===== config.mk =====
export PLATFORM = sky130hd
export DESIGN_NAME = pipe_ctrl
export DESIGN_NICKNAME = d
export VERILOG_FILES = /design/src/rtl/pipe_pkg.sv /design/src/rtl/pipe_ctrl_sat_cnt.sv /design/src/rtl/pipe_ctrl.sv
export SDC_FILE = /design/constraint.sdc
export NUM_CORES = 1
export LEC_CHECK = 0
export ABC_AREA = 1
export ABC_CLOCK_PERIOD_IN_PS = 3400
export CAP_MARGIN = 0
export CORE_MARGIN = 2
export CORE_UTILIZATION = 59
export DETAILED_ROUTE_END_ITERATION = 6
export HOLD_SLACK_MARGIN = 0.05
export PLACE_DENSITY = 0.95
export SLEW_MARGIN = 20
export SYNTH_ARGS = -nofsm -noshare
export SYNTH_HDL_FRONTEND = slang
export SYNTH_SLANG_ARGS = --single-unit

===== constraint.sdc =====
create_clock -name i_clk -period 3.4 [get_ports i_clk]
set_input_delay 0.85 -clock i_clk [delete_from_list [all_inputs] [get_ports i_clk]]
set_output_delay 0.85 -clock i_clk [all_outputs]
set_load 0.01 [all_outputs]

===== src/rtl/pipe_pkg.sv =====
// Shared types and constants for the pipeline-register control slice.
// Stage codes, stall-vector bit positions, NOP encoding, shadow helper.
package pipe_pkg;

    typedef enum logic [1:0] {
        RUN   = 2'b00,
        HOLD  = 2'b01,
        RSV   = 2'b10,
        FLUSH = 2'b11
    } stg_code_e;

    localparam int STL_PC    = 7;
    localparam int STL_IFID  = 6;
    localparam int STL_IDEX  = 4;
    localparam int STL_EXMEM = 2;
    localparam int STL_MEMWB = 0;

    localparam logic [31:0] NOP_INSN = 32'h0000_0013;

    // Reserved code behaves like HOLD for the shadow bit.
    function automatic logic vld_next(stg_code_e c, logic cur, logic up);
        logic r;
        case (c)
            RUN:     r = up;
            FLUSH:   r = 1'b0;
            default: r = cur;
        endcase
        return r;
    endfunction

endpackage


===== src/rtl/pipe_ctrl_sat_cnt.sv =====
// Saturating up-counter with synchronous clear (clear wins over inc).
// Ports: clk, rst_n (async low), clr, inc, q[W-1:0].
module sat_cnt #(
    parameter int W = 32
) (
    input  logic         clk,
    input  logic         rst_n,
    input  logic         clr,
    input  logic         inc,
    output logic [W-1:0] q
);

    logic [W-1:0] q_q;
    logic [W-1:0] q_d;

    always_comb begin
        q_d = q_q;
        if (clr)
            q_d = '0;
        else if (inc && (q_q != '1))
            q_d = q_q + W'(1);
    end

    always_ff @(posedge clk or negedge rst_n) begin
        if (!rst_n)
            q_q <= '0;
        else
            q_q <= q_d;
    end

    assign q = q_q;

endmodule


===== src/rtl/pipe_ctrl.sv =====
// Decodes the hazard stall/flush vector into pipeline register strobes,
// tracks per-stage valid shadows, perf counters, err and hold watchdog.
// In: i_clk, i_rst_n, i_stall[7:0], i_fetch_vld, i_cnt_clr.
// Out: enables/flushes, o_vld_*, o_*_cnt, o_err, o_deadlock.
module pipe_ctrl
    import pipe_pkg::*;
#(
    parameter int CNT_W    = 32,
    parameter int MAX_HOLD = 16
) (
    input  logic             i_clk,
    input  logic             i_rst_n,
    input  logic [7:0]       i_stall,
    input  logic             i_fetch_vld,
    input  logic             i_cnt_clr,
    output logic             o_pc_en,
    output logic             o_ifid_en,
    output logic             o_idex_en,
    output logic             o_exmem_en,
    output logic             o_memwb_en,
    output logic             o_ifid_flush,
    output logic             o_idex_flush,
    output logic             o_exmem_flush,
    output logic             o_vld_id,
    output logic             o_vld_ex,
    output logic             o_vld_mem,
    output logic             o_vld_wb,
    output logic [CNT_W-1:0] o_stall_cnt,
    output logic [CNT_W-1:0] o_flush_cnt,
    output logic [CNT_W-1:0] o_retire_cnt,
    output logic             o_err,
    output logic             o_deadlock
);

    localparam int HW = (MAX_HOLD > 1) ? $clog2(MAX_HOLD) : 1;
    localparam logic [HW-1:0] HOLD_LIM = HW'(MAX_HOLD - 1);

    stg_code_e ifid_c, idex_c, exmem_c;
    logic pc_hold, wb_hold;
    logic any_flush, any_rsv;

    assign ifid_c  = stg_code_e'(i_stall[STL_IFID  -: 2]);
    assign idex_c  = stg_code_e'(i_stall[STL_IDEX  -: 2]);
    assign exmem_c = stg_code_e'(i_stall[STL_EXMEM -: 2]);
    assign pc_hold = i_stall[STL_PC];
    assign wb_hold = i_stall[STL_MEMWB];

    assign o_pc_en       = ~pc_hold;
    assign o_ifid_en     = (ifid_c  == RUN);
    assign o_idex_en     = (idex_c  == RUN);
    assign o_exmem_en    = (exmem_c == RUN);
    assign o_memwb_en    = ~wb_hold;
    assign o_ifid_flush  = (ifid_c  == FLUSH);
    assign o_idex_flush  = (idex_c  == FLUSH);
    assign o_exmem_flush = (exmem_c == FLUSH);

    assign any_flush = o_ifid_flush | o_idex_flush | o_exmem_flush;
    assign any_rsv   = (ifid_c == RSV) | (idex_c == RSV) | (exmem_c == RSV);

    logic vld_id_q, vld_ex_q, vld_mem_q, vld_wb_q;
    logic vld_id_d, vld_ex_d, vld_mem_d, vld_wb_d;
    logic err_q, err_d;
    logic dl_q, dl_d;
    logic [HW-1:0] hold_q, hold_d;

    always_comb begin
        vld_id_d  = vld_next(ifid_c,  vld_id_q,  i_fetch_vld);
        vld_ex_d  = vld_next(idex_c,  vld_ex_q,  vld_id_q);
        vld_mem_d = vld_next(exmem_c, vld_mem_q, vld_ex_q);
        vld_wb_d  = wb_hold ? vld_wb_q : vld_mem_q;
        err_d     = err_q | any_rsv;
    end

    // Run length pins at the limit; deadlock latches on the trip cycle.
    always_comb begin
        hold_d = hold_q;
        dl_d   = dl_q;
        if (!pc_hold) begin
            hold_d = '0;
        end else if (hold_q == HOLD_LIM) begin
            dl_d = 1'b1;
        end else begin
            hold_d = hold_q + HW'(1);
        end
    end

    always_ff @(posedge i_clk or negedge i_rst_n) begin
        if (!i_rst_n) begin
            vld_id_q  <= 1'b0;
            vld_ex_q  <= 1'b0;
            vld_mem_q <= 1'b0;
            vld_wb_q  <= 1'b0;
            err_q     <= 1'b0;
            dl_q      <= 1'b0;
            hold_q    <= '0;
        end else begin
            vld_id_q  <= vld_id_d;
            vld_ex_q  <= vld_ex_d;
            vld_mem_q <= vld_mem_d;
            vld_wb_q  <= vld_wb_d;
            err_q     <= err_d;
            dl_q      <= dl_d;
            hold_q    <= hold_d;
        end
    end

    assign o_vld_id   = vld_id_q;
    assign o_vld_ex   = vld_ex_q;
    assign o_vld_mem  = vld_mem_q;
    assign o_vld_wb   = vld_wb_q;
    assign o_err      = err_q;
    assign o_deadlock = dl_q;

    sat_cnt #(.W(CNT_W)) u_stall_cnt (
        .clk   (i_clk),
        .rst_n (i_rst_n),
        .clr   (i_cnt_clr),
        .inc   (pc_hold),
        .q     (o_stall_cnt)
    );

    sat_cnt #(.W(CNT_W)) u_flush_cnt (
        .clk   (i_clk),
        .rst_n (i_rst_n),
        .clr   (i_cnt_clr),
        .inc   (any_flush),
        .q     (o_flush_cnt)
    );

    sat_cnt #(.W(CNT_W)) u_retire_cnt (
        .clk   (i_clk),
        .rst_n (i_rst_n),
        .clr   (i_cnt_clr),
        .inc   (vld_wb_q & ~wb_hold),
        .q     (o_retire_cnt)
    );

endmodule


Yosys cells after proc, flatten, opt, wreduce, memory -nomap -nowiden
Index checks and enable logic that the tools add are counted.
- flip-flop bits (word level): 106
- input bits: 12
- multiplexer cells: 11
- $add $sub $neg: 4
- bitwise operators: 8
- reductions and logical operators: 13
- equal/unequal tests: 11
- operators with widths (cell ; number):
    $mux 32 ; 6
    $add 32x1->32 const B ; 3
    $ne 32x32->1 const B ; 3
    $eq 2x2->1 const B ; 6
    $reduce_bool 2->1 ; 6
    $mux 4 ; 2
    $logic_not 2->1 ; 3
    $pmux 1 s2 ; 3
    $or 1x1->1 ; 5
    $add 4x1->4 const B ; 1
    $eq 4x4->1 const B ; 1
    $logic_and 1x1->1 ; 3
    $ne 2x2->1 const B ; 1
    $not 1->1 ; 2
    $reduce_and 2->1 ; 1
    $and 1x1->1 ; 1

Longest topological paths before layout
- depth in word-level cells: 6
- depth in mapped cells: 12
- mapped depth without buffers: 11

By module
A second synthesis with hierarchy kept.
- cells, all modules: 1105
- area, all modules: 7317.0 µm²
- by module, submodules not included (module ; cells an instance ; sequential area each (µm²) ; area each (µm²) ; instances):
    sat_cnt ; 345 ; 800.8 ; 2243.4 ; 3
    pipe_ctrl ; 70 ; 250.2 ; 586.8 ; 1

Least setup slack after synthesis
No wires, ideal clock.
- path kind: input to register
- from: in i_stall[5]
- to: reg u_flush_cnt.q_q[0] (netlist: u_flush_cnt.q[0])
- setup slack: 1.418 ns
- data arrival time: 1.900 ns
- stages on the path: 7
- library setup time: 0.083 ns
- path buffers: 0
- data required time: 3.317 ns
- cells stage by stage: ha_1 -> inv_1 -> nand3_1 -> inv_1 -> a21oi_1 -> nand3_1 -> o21ai_0
- cells in the longest elaborated chain, start to end: 5
- ends and longest elaborated chain (element ; line ; text):
    start: declaration ; pipe_ctrl.sv:13 ; input logic [7:0] i_stall,
    $eq 2x2->1 ; pipe_ctrl.sv:53 ; assign o_ifid_flush = (ifid_c == FLUSH);
    $or 1x1->1 (2 in series) ; pipe_ctrl.sv:57 ; assign any_flush = o_ifid_flush | o_idex_flush | o_exmem_flush;
    $logic_and 1x1->1 ; pipe_ctrl_sat_cnt.sv:20 ; else if (inc && (q_q != '1))
    $reduce_bool 2->1 (no line) ; -- ;
    end signal: assignment ; pipe_ctrl_sat_cnt.sv:28 ; q_q <= q_d;
    end: declaration ; pipe_ctrl_sat_cnt.sv:13 ; logic [W-1:0] q_q;
Every way passes these cells.
A chain may end at the register's enable or synchronous reset.

Worst setup path after layout
- from: in i_stall[7]
- to: out o_pc_en
- cells in the longest elaborated chain, start to end: 1
- ends and longest elaborated chain (element ; line ; text):
    $not 1->1 ; pipe_ctrl.sv:48 ; assign o_pc_en = ~pc_hold;
    end: declaration ; pipe_ctrl.sv:16 ; output logic o_pc_en,
Every way passes these cells.

==> results.sh <==
export IMPL_status="completed"
export IMPL_clkPwrFrac_pct=42.6
export IMPL_comb_power_share_pct=8.8
export IMPL_worstMarginPinSlew_ps=897
export IMPL_seqPwrFrac_pct=48.6
export IMPL_layout_commonest_cell="nand2_1"
export IMPL_yosysWarnings=0
export IMPL_wl_per_cell_um=14.0
export IMPL_min_delay_path_depth=2
export IMPL_ant_nets=0
export IMPL_fin_nets=1218
export IMPL_setup_worst_path_end_class="output port"
export IMPL_grt_pass1_vias=6757
export IMPL_gp_congestion=0.957
export IMPL_die_h_um=115
export IMPL_timing_rr_end="u_stall_cnt.q[27]"
export IMPL_power_density_nw_per_um2=301
export IMPL_grt_pass1_wl_mm=31.7
export IMPL_post_cts_buffers=0
export IMPL_setup_viol=0
export IMPL_vias_per_cell=5.42
export IMPL_grt_util_all_layers_pct=30.1
export IMPL_synth_compound_area_share_pct=3.87
export IMPL_r2r_setup_slack_ps=1370
export IMPL_drt_iter0_markers=593
export IMPL_setup_ws_ps=368
export IMPL_min_from="o_deadlock"
export IMPL_clockBufferDepth=2
export IMPL_maxCapViolations=0
export IMPL_finalCriticalPeriod_ps=3030
export IMPL_h_tree_depth=3
export IMPL_p_int_uw=2030
export IMPL_worst_path_max_fanout=6
export IMPL_hold_path_end="o_deadlock"
export IMPL_cts_tree="built"
export IMPL_die_area_sq_um=13100
export IMPL_antenna_found_initial=0
export IMPL_p_switching_uw=641
export IMPL_synth_edf_count=0
export IMPL_fin_hold_ws_ps=466
export IMPL_root_buffer="clkbuf_16"
export IMPL_area_growth_pct=22.9
export IMPL_synth_mux_area_share_pct=0
export IMPL_place_ws_ps=374
export IMPL_core_area_sq_um=12000
export IMPL_slew_violations=0
export IMPL_final_hold_violation_count=0
export IMPL_clock_latency_ps=360
export IMPL_rows=40
export IMPL_synthArstFlopShare_pct=100
export IMPL_min_path_type="reg -> reg"
export IMPL_num_vias=7290
export IMPL_wl_mm=18.8
export IMPL_die_width_um=115
export IMPL_synth_area_sq_um=7210
export IMPL_finalCritPeriodShare_pct=89.2
export IMPL_drive_gt1_share_pct=6.68
export IMPL_synth_xor_area_share_pct=3.89
export IMPL_cp_start_kind="input pin"
export IMPL_ys_ff_latch=106
export IMPL_ys_flop_type="dfrtp_1"
export IMPL_clkTransAtPathRegs_ps=70
export IMPL_rsz0062_at_grt="no"
export IMPL_postCtsHoldBufs=0
export IMPL_r2r_cells=8
export IMPL_worstPathArrival_ps=2180
export IMPL_drc_errors=0
export IMPL_antennaDiodeCount=0
export IMPL_synth_cells=1072
export IMPL_synth_top_family_by_area="simple AND/OR/NAND/NOR gates"
export IMPL_numClockSinks=106
export IMPL_synth_simple_area_share_pct=45.6
export IMPL_cts_resized=0
export IMPL_drt_pass1_iter_count=5
export IMPL_r2r_start="u_stall_cnt.q[1]"
export IMPL_synth_nets=1097
export IMPL_most_common_layout_cells="nand2_1, nor2_1, clkdlybuf4s50_1"
export IMPL_grt_max_degree=71
export IMPL_dp_hpwl_mm=13.8
export IMPL_ys_seq_area_share_pct=36.8
export IMPL_synth_adder_area_share_pct=2.26
export IMPL_vdd_ir_drop_max_mv=0.171
export IMPL_swShare_pct=24.0
export IMPL_port_buffers=121
export IMPL_critPathKind="in -> out"
export IMPL_yosysUniqueCellTypes=38
export IMPL_power_leakage_uw=0.00420
export IMPL_cp_required_ps=2550
export IMPL_tns_ps=0
export IMPL_clock_skew_ps=9.72
export IMPL_numCtsBuffers=9
export IMPL_fmax_ghz=0.330
export IMPL_start_util_pct=60.3
export IMPL_ios=122
export IMPL_syn_area_per_cell_sq_um=6.73
export IMPL_slew_limit_headroom_pct=40.2
export IMPL_grt_ovfl_total=0
## flip-flops by register name, summed over array words and instances (netlist names)
name            flops
u_flush_cnt.q      32
u_retire_cnt.q     32
u_stall_cnt.q      32
hold_q              4
o_deadlock          1
o_err               1
o_vld_ex            1
o_vld_id            1
o_vld_mem           1
o_vld_wb            1
## through the flow
step                      instances  cell area, sq um  power [uW]  utilization, %
final                          1345              8860        2670            74.1
after global placement         1329              8540        1550            71.4
after CTS                      1345              8860        2680            74.1
after floorplan                1072              7210        1440               -
after detailed placement       1329              8540        1560            71.4
after global routing           1345              8860        2760            74.1
## kinds of logic after synthesis
group,Yosys count
adder cells (fa/ha/maj),13
buffers and inverters,127
AO/OA/AOI/OAI,49
flip-flops,106
AND/OR/NAND/NOR,745
XOR/XNOR,32
## power by group through the flow
| stage | Sequential, uW | Combinational (uW) | Clock, uW |
|---|---|---|---|
| finish | 1290 | 235 | 1140 |
| CTS | 1290 | 238 | 1150 |
| global placement | 1320 | 232 | 0 |
| detailed placement | 1320 | 237 | 0 |
| global route | 1300 | 262 | 1200 |
| floorplan | 1320 | 120 | 0 |
## metal layers
metal	global-route usage, %	vias to the layer above	wire length (um)
met5	0	-	0
met4	11.8	0	512
met3	4.50	39	1230
met2	48.9	277	8950
met1	40.5	3382	8120
li1	-	3592	-
## synthesized netlist by cell type, types with 2 or more instances
cell / n / area share, %
xnor2_1: 4 / 0.49
or2_2: 5 / 0.43
o21ai_1: 8 / 0.56
o21ai_0: 21 / 1.5
nand3b_1: 3 / 0.31
nor2_1: 160 / 8.3
a21oi_1: 11 / 0.76
buf_2: 4 / 0.28
xor2_1: 28 / 3.4
ha_1: 13 / 2.3
nand2_8: 2 / 0.56
dfrtp_1: 106 / 37
nand2_2: 12 / 1.0
nor2_2: 8 / 0.69
nand3_1: 93 / 6.5
nor2_8: 3 / 0.83
or2_1: 2 / 0.17
inv_1: 105 / 5.5
nand2_4: 6 / 0.94
nor3_1: 7 / 0.49
buf_1: 7 / 0.36
nand2_1: 408 / 21
nand4_1: 22 / 1.9
nor2_4: 12 / 1.9
o21ai_2: 3 / 0.36
buf_6: 7 / 1.1
## how the worst max path moves through the flow
stage	endpoint	depth (start not counted)	start	slack, ps
final	o_pc_en	3	i_stall[7]	370
after floorplan	u_flush_cnt.q[0]	7	i_stall[5]	1420
after CTS	o_pc_en	3	i_stall[7]	380
after global placement	o_pc_en	3	i_stall[7]	420
after global routing	o_pc_en	3	i_stall[7]	330
after detailed placement	o_pc_en	3	i_stall[7]	370
## critical path, cell delays in order
cell             delay (ps)
clkdlybuf4s50_1         520
inv_1                   230
clkdlybuf4s50_1         570
## layout make-up
type | count | area, sq um
tap | 147 | 184
clock buffer | 11 | 243
clock inverter | 5 | 77.6
inverter | 109 | 420
sequential | 106 | 2650
timing repair buffer | 128 | 1270
fill | 956 | 3100
multi-input combinational | 839 | 4010
(Power assumes the default switching activity.)
